### src/rtl/layer_stream_serializer_if.sv
// Handshake bundle between a layer's parallel output and the word-serial stream.
// The slave modport is the serializer's view; master is the producer/consumer side.
interface layer_stream_serializer_if #(
  parameter int unsigned NN         = 30,
  parameter int unsigned DATA_WIDTH = 16
);
  localparam int unsigned IW = (NN > 1) ? $clog2(NN) : 1;

  logic                       i_valid;
  logic [NN*DATA_WIDTH-1:0]   i_data;
  logic [DATA_WIDTH-1:0]      o_data;
  logic                       o_valid;
  logic                       o_ready;
  logic                       o_last;
  logic [IW-1:0]              o_index;
  logic                       o_busy;
  logic                       o_overflow;

  modport slave (
    input  i_valid, i_data, o_ready,
    output o_data, o_valid, o_last, o_index, o_busy, o_overflow
  );

  modport master (
    output i_valid, i_data, o_ready,
    input  o_data, o_valid, o_last, o_index, o_busy, o_overflow
  );
endinterface

### src/rtl/layer_stream_serializer.sv
// Captures an NN-word parallel vector and streams it one word per cycle over valid/ready,
// with an optional pending slot so the next vector can arrive while the current one streams.
module layer_stream_serializer #(
  parameter int unsigned NN            = 30,
  parameter int unsigned DATA_WIDTH    = 16,
  parameter int unsigned DOUBLE_BUFFER = 1,
  parameter int unsigned LSB_FIRST     = 1
) (
  input  logic                      s_axi_aclk,
  input  logic                      s_axi_aresetn,
  input  logic                      soft_reset,
  layer_stream_serializer_if.slave  bus
);
  localparam int unsigned IW = (NN > 1) ? $clog2(NN) : 1;
  localparam int unsigned VW = NN * DATA_WIDTH;
  localparam logic [IW-1:0] LastIdx = IW'(NN - 1);

  typedef enum logic [0:0] {StIdle, StSend} state_e;

  state_e          state_q, state_d;
  logic [VW-1:0]   active_q, active_d;
  logic [VW-1:0]   pend_q, pend_d;
  logic            pend_full_q, pend_full_d;
  logic [IW-1:0]   idx_q, idx_d;
  logic            overflow_q, overflow_d;

  logic            fire;
  logic            last_fire;
  logic [IW-1:0]   sel;

  always_ff @(posedge s_axi_aclk or negedge s_axi_aresetn) begin
    if (!s_axi_aresetn) begin
      state_q     <= StIdle;
      active_q    <= '0;
      pend_q      <= '0;
      pend_full_q <= 1'b0;
      idx_q       <= '0;
      overflow_q  <= 1'b0;
    end else begin
      state_q     <= state_d;
      active_q    <= active_d;
      pend_q      <= pend_d;
      pend_full_q <= pend_full_d;
      idx_q       <= idx_d;
      overflow_q  <= overflow_d;
    end
  end

  assign fire      = (state_q == StSend) && bus.o_ready;
  assign last_fire = fire && (idx_q == LastIdx);

  always_comb begin
    state_d     = state_q;
    active_d    = active_q;
    pend_d      = pend_q;
    pend_full_d = pend_full_q;
    idx_d       = idx_q;
    overflow_d  = overflow_q;

    if (soft_reset) begin
      state_d     = StIdle;
      active_d    = '0;
      pend_d      = '0;
      pend_full_d = 1'b0;
      idx_d       = '0;
      overflow_d  = 1'b0;
    end else begin
      unique case (state_q)
        StIdle: begin
          if (bus.i_valid) begin
            active_d = bus.i_data;
            idx_d    = '0;
            state_d  = StSend;
          end
        end
        StSend: begin
          if (last_fire) begin
            idx_d = '0;
            // Pending vector wins the active slot; a simultaneous arrival refills pending.
            if (pend_full_q) begin
              active_d    = pend_q;
              pend_full_d = 1'b0;
              if (bus.i_valid) begin
                pend_d      = bus.i_data;
                pend_full_d = 1'b1;
              end
            end else if (bus.i_valid) begin
              active_d = bus.i_data;
            end else begin
              state_d = StIdle;
            end
          end else begin
            if (fire) begin
              idx_d = idx_q + 1'b1;
            end
            if (bus.i_valid) begin
              if ((DOUBLE_BUFFER != 0) && !pend_full_q) begin
                pend_d      = bus.i_data;
                pend_full_d = 1'b1;
              end else begin
                overflow_d = 1'b1;
              end
            end
          end
        end
        default: state_d = StIdle;
      endcase
    end
  end

  assign sel = (LSB_FIRST != 0) ? idx_q : (LastIdx - idx_q);

  assign bus.o_valid    = (state_q == StSend);
  assign bus.o_data     = (state_q == StSend) ? active_q[int'(sel) * DATA_WIDTH +: DATA_WIDTH]
                                              : '0;
  assign bus.o_index    = idx_q;
  assign bus.o_last     = (state_q == StSend) && (idx_q == LastIdx);
  assign bus.o_busy     = (state_q != StIdle) || pend_full_q;
  assign bus.o_overflow = overflow_q;

endmodule
### src/flat_wrapper.sv
// flat-port wrapper written by rule: the top's interface ports become plain ports
module layer_stream_serializer_flat 
#(
  parameter int unsigned NN            = 30,
  parameter int unsigned DATA_WIDTH    = 16,
  parameter int unsigned DOUBLE_BUFFER = 1,
  parameter int unsigned LSB_FIRST     = 1
)
  (s_axi_aclk, s_axi_aresetn, soft_reset, bus_i_valid, bus_i_data, bus_o_ready, bus_o_data, bus_o_valid, bus_o_last, bus_o_index, bus_o_busy, bus_o_overflow);
  layer_stream_serializer_if #(.NN(NN), .DATA_WIDTH(DATA_WIDTH)) bus_i ();
  input  logic s_axi_aclk;
  input  logic s_axi_aresetn;
  input  logic soft_reset;
  input wire logic [$bits(bus_i.i_valid)-1:0] bus_i_valid;
  input wire logic [$bits(bus_i.i_data)-1:0] bus_i_data;
  input wire logic [$bits(bus_i.o_ready)-1:0] bus_o_ready;
  output wire logic [$bits(bus_i.o_data)-1:0] bus_o_data;
  output wire logic [$bits(bus_i.o_valid)-1:0] bus_o_valid;
  output wire logic [$bits(bus_i.o_last)-1:0] bus_o_last;
  output wire logic [$bits(bus_i.o_index)-1:0] bus_o_index;
  output wire logic [$bits(bus_i.o_busy)-1:0] bus_o_busy;
  output wire logic [$bits(bus_i.o_overflow)-1:0] bus_o_overflow;
  assign bus_i.i_valid = bus_i_valid;
  assign bus_i.i_data = bus_i_data;
  assign bus_i.o_ready = bus_o_ready;
  assign bus_o_data = bus_i.o_data;
  assign bus_o_valid = bus_i.o_valid;
  assign bus_o_last = bus_i.o_last;
  assign bus_o_index = bus_i.o_index;
  assign bus_o_busy = bus_i.o_busy;
  assign bus_o_overflow = bus_i.o_overflow;
  layer_stream_serializer #(.NN(NN), .DATA_WIDTH(DATA_WIDTH), .DOUBLE_BUFFER(DOUBLE_BUFFER), .LSB_FIRST(LSB_FIRST)) u_core (.s_axi_aclk(s_axi_aclk), .s_axi_aresetn(s_axi_aresetn), .soft_reset(soft_reset), .bus(bus_i));
endmodule
### config.mk
export PLATFORM = sky130hd
export DESIGN_NAME = layer_stream_serializer_flat
export DESIGN_NICKNAME = d
export VERILOG_FILES = /design/src/rtl/layer_stream_serializer_if.sv /design/src/rtl/layer_stream_serializer.sv /design/src/flat_wrapper.sv
export SDC_FILE = /design/constraint.sdc
export NUM_CORES = 2
export LEC_CHECK = 0
export BUFFER_PORTS_ARGS = -buffer_cell sky130_fd_sc_hd__buf_2
export CORE_UTILIZATION = 64
export DETAILED_ROUTE_END_ITERATION = 10
export PLACE_DENSITY = 0.86
export SYNTH_ARGS = -nofsm -noshare
export SYNTH_HDL_FRONTEND = slang
export SYNTH_SLANG_ARGS = --single-unit
export TNS_END_PERCENT = 20
### constraint.sdc
create_clock -name s_axi_aclk -period 5.15 [get_ports s_axi_aclk]
set_clock_uncertainty 0.05 [all_clocks]
set_input_delay 0.515 -clock s_axi_aclk [delete_from_list [all_inputs] [get_ports s_axi_aclk]]
set_output_delay 0.515 -clock s_axi_aclk [all_outputs]
set_load 0.005 [all_outputs]
# Word-level counts from Yosys, hierarchy flattened
# Cells that the tools add are included.
totals:
  reg_bits: 968
  elab_cells: 62
  n_memories: 0
  latchBits: 0
  mem_bits_ro: 0
  ramBits: 0
op_classes:
  n_lt_le_gt_ge: 0
  reduce_logical: 12
  n_shift: 1
  n_div: 0
  n_eq_ne: 8
  muxes: 33
  addsub: 1
  bitwise_logic: 1
  multipliers: 0
op_table:
  columns: ["operator", "n"]
  rows:
  - ["$mux 480", 11]
  - ["$pmux 480 s2", 1]
  - ["$shiftx 480x10->16", 1]
  - ["$mux 5", 4]
  - ["$mux 16", 1]
  - ["$mux 1", 14]
  - ["$ne 3x3->1 const B", 4]
  - ["$pmux 5 s2", 1]
  - ["$reduce_bool 2->1", 3]
  - ["$add 5x1->5 const B", 1]
  - ["$eq 5x5->1 const B", 1]
  - ["$reduce_and 5->1", 1]
  - ["$ne 4x4->1 const B", 1]
  - ["$reduce_and 2->1", 2]
  - ["$reduce_and 4->1", 1]
  - ["$logic_and 1x1->1", 3]
  - ["$ne 3x2->1 const B", 1]
  - ["$reduce_bool 3->1", 1]
  - ["$ne 2x2->1 const B", 1]
  - ["$pmux 1 s2", 1]
  - ["$logic_or 1x1->1", 1]
  - ["$not 1->1", 1]

# Depth between registers and ports, before layout
depth:
  ltp_word: 5
  depth_mapped: 12
  depth_no_buf: 6

# Least setup slack after synthesis
# No wires, ideal clock.
synth_timing:
  path_type: "register -> register"
  startpoint: "reg u_core.idx_q[1] (netlist: u_core.bus.o_index[1])"
  endpoint: "reg u_core.pend_q[279]"
  stages_incl_launch_ff: 13
  arrival_ps: 2572
  n_path_buf: 6
  setup_time_ps: 121
  required_time_ps: 4979
  path_slack_ps: 2407
  path_cell_list: "dfrtp_1 > clkbuf_1 > buf_1 > inv_1 > ha_1 > nand4_1 > or4_1 > and4b_1 > clkbuf_1 > buf_6 > buf_6 > buf_6 > a22o_1"
synth_between:
  elab_chain_cells: 5
  word_cells_on_any_way: 9
  classes_between: "eq/ne (3); mux (3); reduce/logical (3)"
synth_lines:
  columns: ["element", "line_no", "rtl"]
  rows:
  - ["start: declaration", "layer_stream_serializer.sv:24", "logic [IW-1:0] idx_q, idx_d;"]
  - ["start signal: assignment", "layer_stream_serializer.sv:44", "idx_q <= idx_d;"]
  - ["$eq 5x5->1 *", "layer_stream_serializer.sv:50", "assign last_fire = fire && (idx_q == LastIdx);"]
  - ["$logic_and 1x1->1 *", "layer_stream_serializer.sv:50", null]
  - ["$mux 480", "layer_stream_serializer.sv:77", "if (last_fire) begin"]
  - ["$mux 480", "layer_stream_serializer.sv:68", "unique case (state_q)"]
  - ["$mux 480", "layer_stream_serializer.sv:60", "if (soft_reset) begin"]
  - ["end signal: assignment", "layer_stream_serializer.sv:42", "pend_q <= pend_d;"]
  - ["end: declaration", "layer_stream_serializer.sv:22", "logic [VW-1:0] pend_q, pend_d;"]
# Mark *: on every way between the ends. The rest lies on a longest branch, timed or not. The select of a mux whose other input is x is not followed.
# A chain may end at the register's enable or synchronous reset.

# Worst setup path in the final report
layout_timing:
  startpoint: "reg u_core.idx_q[0] (netlist: u_core.bus.o_index[0])"
  endpoint: "out bus_o_data[3]"
layout_between:
  elab_chain_cells: 2
layout_lines:
  columns: ["element", "line_no", "rtl"]
  rows:
  - ["$shiftx 480x10->16", "layer_stream_serializer.sv:114", "assign bus.o_data = (state_q == StSend) ? active_q[int'(sel) * DATA_WIDTH +: DATA_WIDTH]"]
  - ["$mux 16", "layer_stream_serializer.sv:114", null]
  - ["end: declaration", "flat_wrapper.sv:17", "output wire logic [$bits(bus_i.o_data)-1:0] bus_o_data;"]
# Every way passes these cells.

==> impl_metrics.env <==
export IMPL_synth_area_per_cell_um2=11.3
export IMPL_gp_congestion=0.900
export IMPL_critPathLaunchType="register"
export IMPL_cp_required_ns=4.59
export IMPL_die_height_um=277
export IMPL_grt_usage_pct=38.5
export IMPL_overflow=0
export IMPL_p_comb_share_pct=14.1
export IMPL_maxCapViolations=0
export IMPL_die_w_um=277
export IMPL_crit_fanout=37
export IMPL_rr_startpoint="u_core.bus.o_index[0]"
export IMPL_drt_total_wl_um=150000
export IMPL_switching_share_pct=27.2
export IMPL_insertion_delay_ns=0.67
export IMPL_worst_path_stages=6
export IMPL_worst_path_max_delay_cell="dfrtp_4"
export IMPL_synth_compound_area_share_pct=23.4
export IMPL_yosys_area_top_type="dfrtp_1"
export IMPL_grt_pass1_wl_um=227000
export IMPL_fin_nets=4986
export IMPL_drcViolationCount=0
export IMPL_hpwl_um=94900
export IMPL_wire_per_inst_um=26.9
export IMPL_synth_xor_area_share_pct=0
export IMPL_max_clock_freq_ghz=0.217
export IMPL_pwr_share_clk_pct=40.7
export IMPL_fin_util_pct=73.2
export IMPL_rsz0062_at_grt="no"
export IMPL_ys_top_cells_by_area="dfrtp_1 50%, mux2i_1 14%, a22o_1 8.7%, o21a_1 7.5%, nand2b_1 6.2%"
export IMPL_path_cells="buf_12 > mux2i_1 > a221oi_1 > o21ai_0 > a22oi_1 > buf_2"
export IMPL_power_density_nw_per_um2=343
export IMPL_rr_endpoint="u_core.pend_q[51]"
export IMPL_worstHoldPathType="primary input to register"
export IMPL_boundaryPins=510
export IMPL_crit_buf_inv=2
export IMPL_synth_seq_area_share_pct=50.1
export IMPL_syn_to_final_growth_pct=13.0
export IMPL_post_route_period_util_pct=89.3
export IMPL_ys_warn_count=0
export IMPL_cts_tree="yes"
export IMPL_timing_final_hold_violations=0
export IMPL_max_slew_margin_pct=11.2
export IMPL_wl_met1_um=59800
export IMPL_drv_slew=0
export IMPL_crit_end="bus_o_data[3]"
export IMPL_tightest_slew_ns=1.33
export IMPL_internal_power_mw=13.6
export IMPL_grt_start_max_net_pins=212
export IMPL_cts_path_max_buffers=3
export IMPL_p_switching_mw=5.09
export IMPL_avgViaCountPerCell=6.73
export IMPL_wl_met3_um=13700
export IMPL_path_class="register to output port"
export IMPL_fillers=4958
export IMPL_finalSetupViolCount=0
export IMPL_cts_sinks=968
export IMPL_power_frac_seq_pct=45.2
export IMPL_power_mw=18.7
export IMPL_cts_root_buf="clkbuf_16"
export IMPL_fin_hold_ws_ns=0.0186
export IMPL_layout_cells_non_filler=5593
export IMPL_cts_htree_levels=3
export IMPL_grt_pass1_vias=37200
export IMPL_dp_cells=5363
export IMPL_drt_pass1_iter_count=6
export IMPL_synth_top_family_by_area="compound AO/OA/AOI/OAI gates"
export IMPL_antenna_found_initial=48
export IMPL_synth_mux_area_fraction_pct=15.1
export IMPL_route_met2_wl_um=69800
export IMPL_synth_nets=4751
export IMPL_reg2regPathDepth=6
export IMPL_first_iter_violations=5040
export IMPL_ant_nets=0
export IMPL_hold_path_depth=2
export IMPL_max_stage_delay_ns=0.93
export IMPL_crit_start="u_core.bus.o_index[0]"
export IMPL_coreArea_um2=74600
export IMPL_topRoutingLayerUsed="met5"
export IMPL_irDropWorstVdd_mv=0.271
export IMPL_cts_buffers=100
export IMPL_endpoint_kind="output port"
export IMPL_ff2ff_setup_slack_ns=1.43
export IMPL_synth_simple_area_share_pct=6.96
export IMPL_yosys_area_share_adder_pct=0.0518
export IMPL_ys_ff_latch=968
export IMPL_drive_above_1_share_pct=17.0
export IMPL_start_util_pct=64.8
export IMPL_synth_distinct_cells=38
export IMPL_clk_pin_slew_ns=0.07
export IMPL_path_delay_family="compound AO/OA/AOI/OAI gates"
export IMPL_fin_tns_setup_ns=0
export IMPL_synth_cells=4264
export IMPL_portBuffers=509
export IMPL_syn_area_um2=48300
export IMPL_p_leak_nw=27.7
export IMPL_status="completed"
export IMPL_cp_data_arrival_time_ns=4.04
export IMPL_yosys_area_top_type_share_pct=50.1
export IMPL_num_rows=100
export IMPL_routed_via_count=37600
export IMPL_min_period_ns=4.60
export IMPL_die_area_um2=76600
-- through the flow --
step           instance area [um^2]  worst slack [ns]
6_report                      54600             0.550
5_1_grt                       54600             0.583
4_1_cts                       54500             0.730
3_5_place_dp                  51000              1.46
3_3_place_gp                  51000              1.42
2_1_floorplan                 48300              2.41
-- state kept, by name (all words and copies together) (netlist names) --
| name | flops |
|---|---|
| u_core.bus.o_valid | 1 |
| u_core.active_q | 480 |
| u_core.bus.o_index | 5 |
| u_core.pend_q | 480 |
| u_core.pend_full_q | 1 |
| u_core.bus.o_overflow | 1 |
-- cell usage after synthesis, drive strengths merged --
cell type,instances
dfrtp,968
mux2i,656
a21oi,498
a22o,482
nand2b,481
o21a,481
clkbuf,227
buf,211
o21ai,52
a22oi,32
mux4,32
o22ai,32
nand2,21
nand3,19
a211oi,17
a221oi,16
nor2,6
nor2b,6
and2,5
inv,3
a221o,2
a31oi,2
ha,2
nand3b,2
or2,2
or4,2
and4,1
and4b,1
nand4,1
nor3,1
nor3b,1
o31ai,1
or3b,1
-- cell type report --
cell class / instances / area, um^2 / area share, %
Multi-Input combinational cell: 2855 / 22100 / 40.4
Tap cell: 969 / 1210 / 2.22
Clock inverter: 35 / 425 / 0.779
Clock buffer: 150 / 3030 / 5.56
Sequential cell: 968 / 24200 / 44.4
Timing Repair Buffer: 571 / 3530 / 6.46
Antenna cell: 42 / 105 / 0.193
Inverter: 3 / 11.3 / 0.0206
-- layout by cell type, fill, tap and decap left out, drive strengths merged, types with 3 or more instances in the layout --
cell         synthesis  final
clkinv               0     20
mux2i              656    656
clkbuf             227    150
clkinvlp             0      5
dfrtp              968    968
diode                0     42
nand2b             481    481
a221oi              16     16
buf                211    568
nand2               21     21
a211oi              17     17
nor2b                6      6
o22ai               32     32
nand3               19     19
o21ai               52     52
bufinv               0      8
and2                 5      5
o21a               481    481
nor2                 6      6
inv                  3      5
a21oi              498    498
a22oi               32     32
a22o               482    482
dlygate4sd3          0      3
mux4                32     32
-- timing repair --
item	CTS	global route
gates resized for setup	0	0
hold buffers	3	0
buffers inserted	0	0
hold endpoints to repair	88	0
-- per-layer routing --
metal	vias up	GRT usage, %
met5	-	0
met4	14	19.2
met2	1949	57.8
met1	19200	52.9
met3	343	9.08
li1	16100	-
-- power by group through the flow --
stage / logic, mW / registers, mW / clock network (mW)
2_1_floorplan: 1.66 / 8.43 / 0
3_3_place_gp: 2.53 / 8.56 / 0
3_5_place_dp: 2.58 / 8.58 / 0
4_1_cts: 2.61 / 8.46 / 7.63
5_1_grt: 2.82 / 8.51 / 7.92
6_report: 2.64 / 8.48 / 7.62
-- worst min path at each step --
stage / from / to / slack [ns]
2_1_floorplan: s_axi_aresetn / u_core.active_q[0] / 0.17
3_3_place_gp: u_core.active_q[81] / u_core.active_q[81] / 0.42
3_5_place_dp: u_core.active_q[88] / u_core.active_q[88] / 0.43
4_1_cts: bus_i_data[7] / u_core.pend_q[7] / 0.0008
5_1_grt: bus_i_data[422] / u_core.pend_q[422] / 0.02
6_report: bus_i_data[7] / u_core.pend_q[7] / 0.02
-- cells by family after synthesis --
logic type               count (synthesis)
flip-flops                             968
adder cells (fa/ha/maj)                  2
buffers and inverters                  441
AO/OA/AOI/OAI                         1615
multiplexers                           688
AND/OR/NAND/NOR                        550
Note: power is estimated with default switching activity, not from simulation.
